===== src/rtl/flow_seq_pkg.sv =====
// Shared types and defaults for the flow sequencer.
// State encodings are fixed because the state port drives a display.
package flow_seq_pkg;

   localparam int HOLD_CYCLES_DEF = 4;
   localparam int CNT_W_DEF = 8;

   typedef enum logic [2:0] {
      HOLD  = 3'd0,
      IDLE  = 3'd1,
      RUN   = 3'd2,
      DRAIN = 3'd3,
      FLUSH = 3'd4
   } flowStateT;

   function automatic logic isActive(flowStateT s);
      return (s == RUN) || (s == DRAIN);
   endfunction

endpackage


===== src/rtl/rr_arbiter2.sv =====
// Two-way round-robin arbiter; req0 holds priority out of reset.
// Priority passes to the loser after every contested, advanced grant.
module rr_arbiter2 (
   input  logic clk,
   input  logic reset,
   input  logic req0,
   input  logic req1,
   input  logic advance,
   output logic gnt0,
   output logic gnt1
);

   logic prio1;

   always_comb begin
      gnt0 = req0 & (~req1 | ~prio1);
      gnt1 = req1 & (~req0 | prio1);
   end

   always_ff @(posedge clk) begin
      if (reset) begin
         prio1 <= 1'b0;
      end else if (advance && req0 && req1) begin
         prio1 <= ~prio1;
      end
   end

endmodule


===== src/rtl/flow_sequencer.sv =====
// FIFO flow sequencer: HOLD/IDLE/RUN/DRAIN/FLUSH with arbitrated strobes.
// Define FLOW_SEQ_OVF_CNT_EN to build the dropped-write counter.
module flow_sequencer
   import flow_seq_pkg::*;
#(
   parameter int HOLD_CYCLES = HOLD_CYCLES_DEF,
   parameter int CNT_W = CNT_W_DEF
) (
   input  logic             clk,
   input  logic             reset,
   input  logic             start,
   input  logic             flush_req,
   input  logic             wr_req,
   input  logic             rd_req,
   input  logic             fifo_empty,
   input  logic             fifo_full,
   input  logic             fifo_busy,
   input  logic             tx_done,
   output logic             fifo_we,
   output logic             fifo_re,
   output logic             fifo_rst,
   output logic             in_en,
   output logic             out_en,
   output logic             tx_en,
   output logic [2:0]       state,
   output logic [CNT_W-1:0] ovf_cnt
);

   localparam int HW = (HOLD_CYCLES > 1) ? $clog2(HOLD_CYCLES) : 1;
   localparam logic [HW-1:0] HOLD_LAST = HW'(HOLD_CYCLES - 1);

   flowStateT stateQ, stateD;
   logic [HW-1:0] holdCnt;
   logic wrEl, rdEl, gntW, gntR;

   assign wrEl = wr_req & (stateQ == RUN) & ~fifo_full & ~fifo_busy;
   assign rdEl = rd_req & isActive(stateQ) & ~fifo_empty & ~fifo_busy;

   rr_arbiter2 uArb (
      .clk     (clk),
      .reset   (reset),
      .req0    (wrEl),
      .req1    (rdEl),
      .advance (~fifo_rst),
      .gnt0    (gntW),
      .gnt1    (gntR)
   );

   always_ff @(posedge clk) begin
      if (reset) begin
         stateQ  <= HOLD;
         holdCnt <= '0;
      end else begin
         stateQ  <= stateD;
         holdCnt <= (stateQ == HOLD) ? holdCnt + HW'(1) : '0;
      end
   end

   always_comb begin
      stateD = stateQ;
      unique case (stateQ)
         HOLD:  if (holdCnt == HOLD_LAST) stateD = IDLE;
         IDLE: begin
            if (flush_req) stateD = FLUSH;
            else if (start) stateD = RUN;
         end
         RUN: begin
            if (flush_req) stateD = FLUSH;
            else if (start) stateD = DRAIN;
         end
         DRAIN: begin
            if (flush_req) stateD = FLUSH;
            else if (fifo_empty && tx_done && !(fifo_we || fifo_re))
               stateD = IDLE;
         end
         FLUSH: stateD = IDLE;
         default: stateD = HOLD;
      endcase
   end

   always_comb begin
      fifo_rst = (stateQ == HOLD) || (stateQ == FLUSH);
      fifo_we  = gntW & ~fifo_rst;
      fifo_re  = gntR & ~fifo_rst;
      state    = stateQ;
   end

   // Enables lag the state by one cycle.
   always_ff @(posedge clk) begin
      if (reset) begin
         in_en  <= 1'b0;
         out_en <= 1'b0;
         tx_en  <= 1'b0;
      end else begin
         in_en  <= (stateQ == RUN);
         out_en <= isActive(stateQ);
         tx_en  <= isActive(stateQ);
      end
   end

`ifdef FLOW_SEQ_OVF_CNT_EN
   logic [CNT_W-1:0] ovfQ;
   logic drop;

   assign drop = wr_req & (stateQ == RUN) & fifo_full;

   // Entering FLUSH clears the count so it reads zero during FLUSH.
   always_ff @(posedge clk) begin
      if (reset) begin
         ovfQ <= '0;
      end else if (stateD == FLUSH) begin
         ovfQ <= '0;
      end else if (drop && (ovfQ != '1)) begin
         ovfQ <= ovfQ + 1'b1;
      end
   end

   assign ovf_cnt = ovfQ;
`else
   assign ovf_cnt = '0;
`endif

endmodule

===== config.mk =====
export PLATFORM = sky130hd
export DESIGN_NAME = flow_sequencer
export DESIGN_NICKNAME = d
export VERILOG_FILES = /design/src/rtl/flow_seq_pkg.sv /design/src/rtl/rr_arbiter2.sv /design/src/rtl/flow_sequencer.sv
export SDC_FILE = /design/constraint.sdc
export NUM_CORES = 1
export LEC_CHECK = 0
export CAP_MARGIN = 20
export CORE_AREA = 2 2 41 43
export CTS_CLUSTER_SIZE = 25
export DETAILED_ROUTE_END_ITERATION = 8
export DIE_AREA = 0 0 43 45
export PLACE_DENSITY_LB_ADDON = 0.1
export SLEW_MARGIN = 0
export SYNTH_ARGS = -nofsm -noshare
export SYNTH_HDL_FRONTEND = slang
export SYNTH_HIERARCHICAL = 1
export SYNTH_SLANG_ARGS = --single-unit

===== constraint.sdc =====
create_clock -name clk -period 2 [get_ports clk]
set_clock_uncertainty 0.2 [all_clocks]
set_input_delay 0.4 -clock clk [delete_from_list [all_inputs] [get_ports clk]]
set_output_delay 0.4 -clock clk [all_outputs]
set_load 0.01 [all_outputs]

==> reports/results.ini <==
[routing]
routedWlPerCell_um=11.33
vias=413
via_per_inst=4.538
final_antenna_net_count=0
drt_pass1_iterations=3
wirelength_um=1031
drc=0
drt_iter0_markers=6

[setup_path]
arrival_ps=1660
slowest_stage=or3b_4
worst-path-buf-inv=2
cp_top_family=simple AND/OR/NAND/NOR gates
start_kind=flop
critPathRequiredTime_ps=1400
cp_max_fo=2
path_cells=or3b_4 -> nor4b_4 -> buf_4 -> a21boi_2 -> and2_1 -> buf_2
cp-end-kind=primary output
cp_slowest_stage_delay_ps=390
path_class=reg2out

[global_route]
grt_max_degree=8
grt_pass1_vias=416
gr-total-overflow=0
antenna_found_initial=0
grt_pass1_wl_um=1662
grt_usage=0.1190

[sta]
finalSetupViolations=3
setup_tns_ps=-636.2
period_share=1.132
hold_viol_final=0
maxSlewViolCount=0
fin_ws_ps=-264.3
rsz0062_at_grt=true
final.min_clock_period_ps=2264
max_freq_mhz=441.6

[run_status]
status=complete, but fails checks
violations=negative setup slack

[yosys]
netlist_area_um2=457.9
yosys.area.top_type=dfxtp_1
synth_common_cells=buf_4, dfxtp_1, nor2_1
synth.avg_cell_area_um2=9.346
synth_top_cells_by_area=dfxtp_1, buf_4, a21boi_0, mux2_4, nor2_1
synth_seq_area_share=0.3497
syn_inst=49
ys_ff_latch=8
yosysMostFrequentCell=buf_4
ys_warn_count=6
synth-edff-count=0
async_reset_ff_frac=0
synth_ff_type=dfxtp_1
synth.top_cell.area_share=0.3497
ys_types=26

[clock_network]
clock_latency_ps=250
root_buffer=clkbuf_4
tritoncts=done
cts_sinks=8
clkTransAtPathRegs_ps=60
ctsHtreeMaxLevel=1
cts.path.max_buffers=2
cts_inserted_buffers=3
holdBufCountCts=0

[floorplan]
die_w_um=43
io_pins=27
rows=14
die_y_um=45
core_area_um2=1471
dieArea_um2=1935
start_util=0.3112

[power_and_ir_drop]
p_per_area_nw_per_um2=502.1
vdd.ir_drop.worst_mv=0.3403
total_power_mw=0.3593
leakage_nw=0.3212

[placement]
globalplace.congestion=0.7301
io_buffer_count=18
dp_hpwl_um=763.9

[finish]
n_antenna_cell=0
area_delta_synth_final_pct=56.28
drive_gt1_frac=0.3467
final_nets=88

[min_path]
hp-class=reg2reg

[run]
maxCapViolations=0

-- stage by stage --
stage	utilization	hold WS (ps)	cell area, µm²	worst slack [ps]	instances
after floorplan	-	203.4	506.7	-23.90	56
after global placement	0.4524	216.6	665.6	-943.1	85
after detailed placement	0.4524	216.0	665.6	-947.7	85
after CTS	0.4711	224.3	693.2	-252.3	90
after global routing	0.4864	249.8	715.7	-345.1	91
final	0.4864	219.0	715.7	-264.3	91
-- worst reg2reg max path: stages (launching register included) --
cell and delay [ps]:
dfxtp_2 320, or3b_4 390, nor4b_4 240, buf_4 160
a21boi_2 50, buf_4 140, nor4bb_4 270, and3_2 210
nor4_1 50
-- cells in the final DEF (no fill, tap or decap), drive strengths merged --
master / Yosys / final
a21boi: 2 / 2
mux2: 1 / 1
clkbuf: 0 / 3
inv: 2 / 2
o32ai: 1 / 1
or2: 1 / 1
and3: 3 / 3
dlygate4sd2: 0 / 1
ha: 1 / 1
and2: 3 / 3
nor4b: 2 / 2
conb: 1 / 8
clkdlybuf4s50: 0 / 14
dfxtp: 8 / 8
and2b: 1 / 1
nor2: 4 / 4
nor4: 2 / 2
or3: 1 / 1
or3b: 1 / 1
nand3: 1 / 1
nor4bb: 1 / 1
mux2i: 1 / 1
buf: 10 / 11
nand2: 1 / 1
nor3b: 1 / 1
-- sequential cells by signal, summed over array words and instances (netlist names) --
signal / cells
holdCnt: 2
in_en: 1
state: 3
tx_en: 1
uArb/prio1: 1
-- path summary, 6_finish.rpt --
kind              slack (ps)  startpoint         end  cells past startpoint
setup / recovery        -260    state[2]     fifo_re                      6
hold / removal           220  holdCnt[0]  holdCnt[0]                      1
setup reg to reg        -130    state[2]    state[1]                      8
hold reg to reg          220  holdCnt[0]  holdCnt[0]                      1
-- report_power, final --
part	leakage [nW]	internal, mW	total (mW)	switching (mW)
Combinational	0.241	0.0371	0.0658	0.0287
Clock	0.0138	0.0686	0.122	0.0538
Sequential	0.0661	0.168	0.171	0.00354
-- per-layer routing --
metal	up-vias	wire, µm	track usage	share of wire
met1	185	436	0.1210	0.42
li1	206	-	-	-
met5	-	0	0	0
met3	2	108	0.04000	0.10
met4	0	6	0.09091	0.0058
met2	20	479	0.2030	0.46
-- cells by family after synthesis --
family / synth area share
compound gates: 0.05191
fa+ha+maj: 0.02732
buf+inv: 0.1885
flops: 0.3497
mux: 0.05464
other cells: 0.008189
simple gates: 0.3197
-- timing repair --
action                     in CTS  in global routing
hold endpoints to repair        0                  0
pin swaps                       3                  0
setup buffers                   2                  1
resized for setup              14                  2
setup endpoints to repair       5                  3
-- final cells by class --
type,count,area (µm²)
Multi-Input combinational cell,36,279.0
Tap cell,16,20.02
Timing Repair Buffer,26,224.0
Inverter,2,7.507
Clock buffer,3,22.52
Sequential cell,8,162.7
Fill cell,150,755.7
Note: power is estimated with default switching activity, not from simulation.
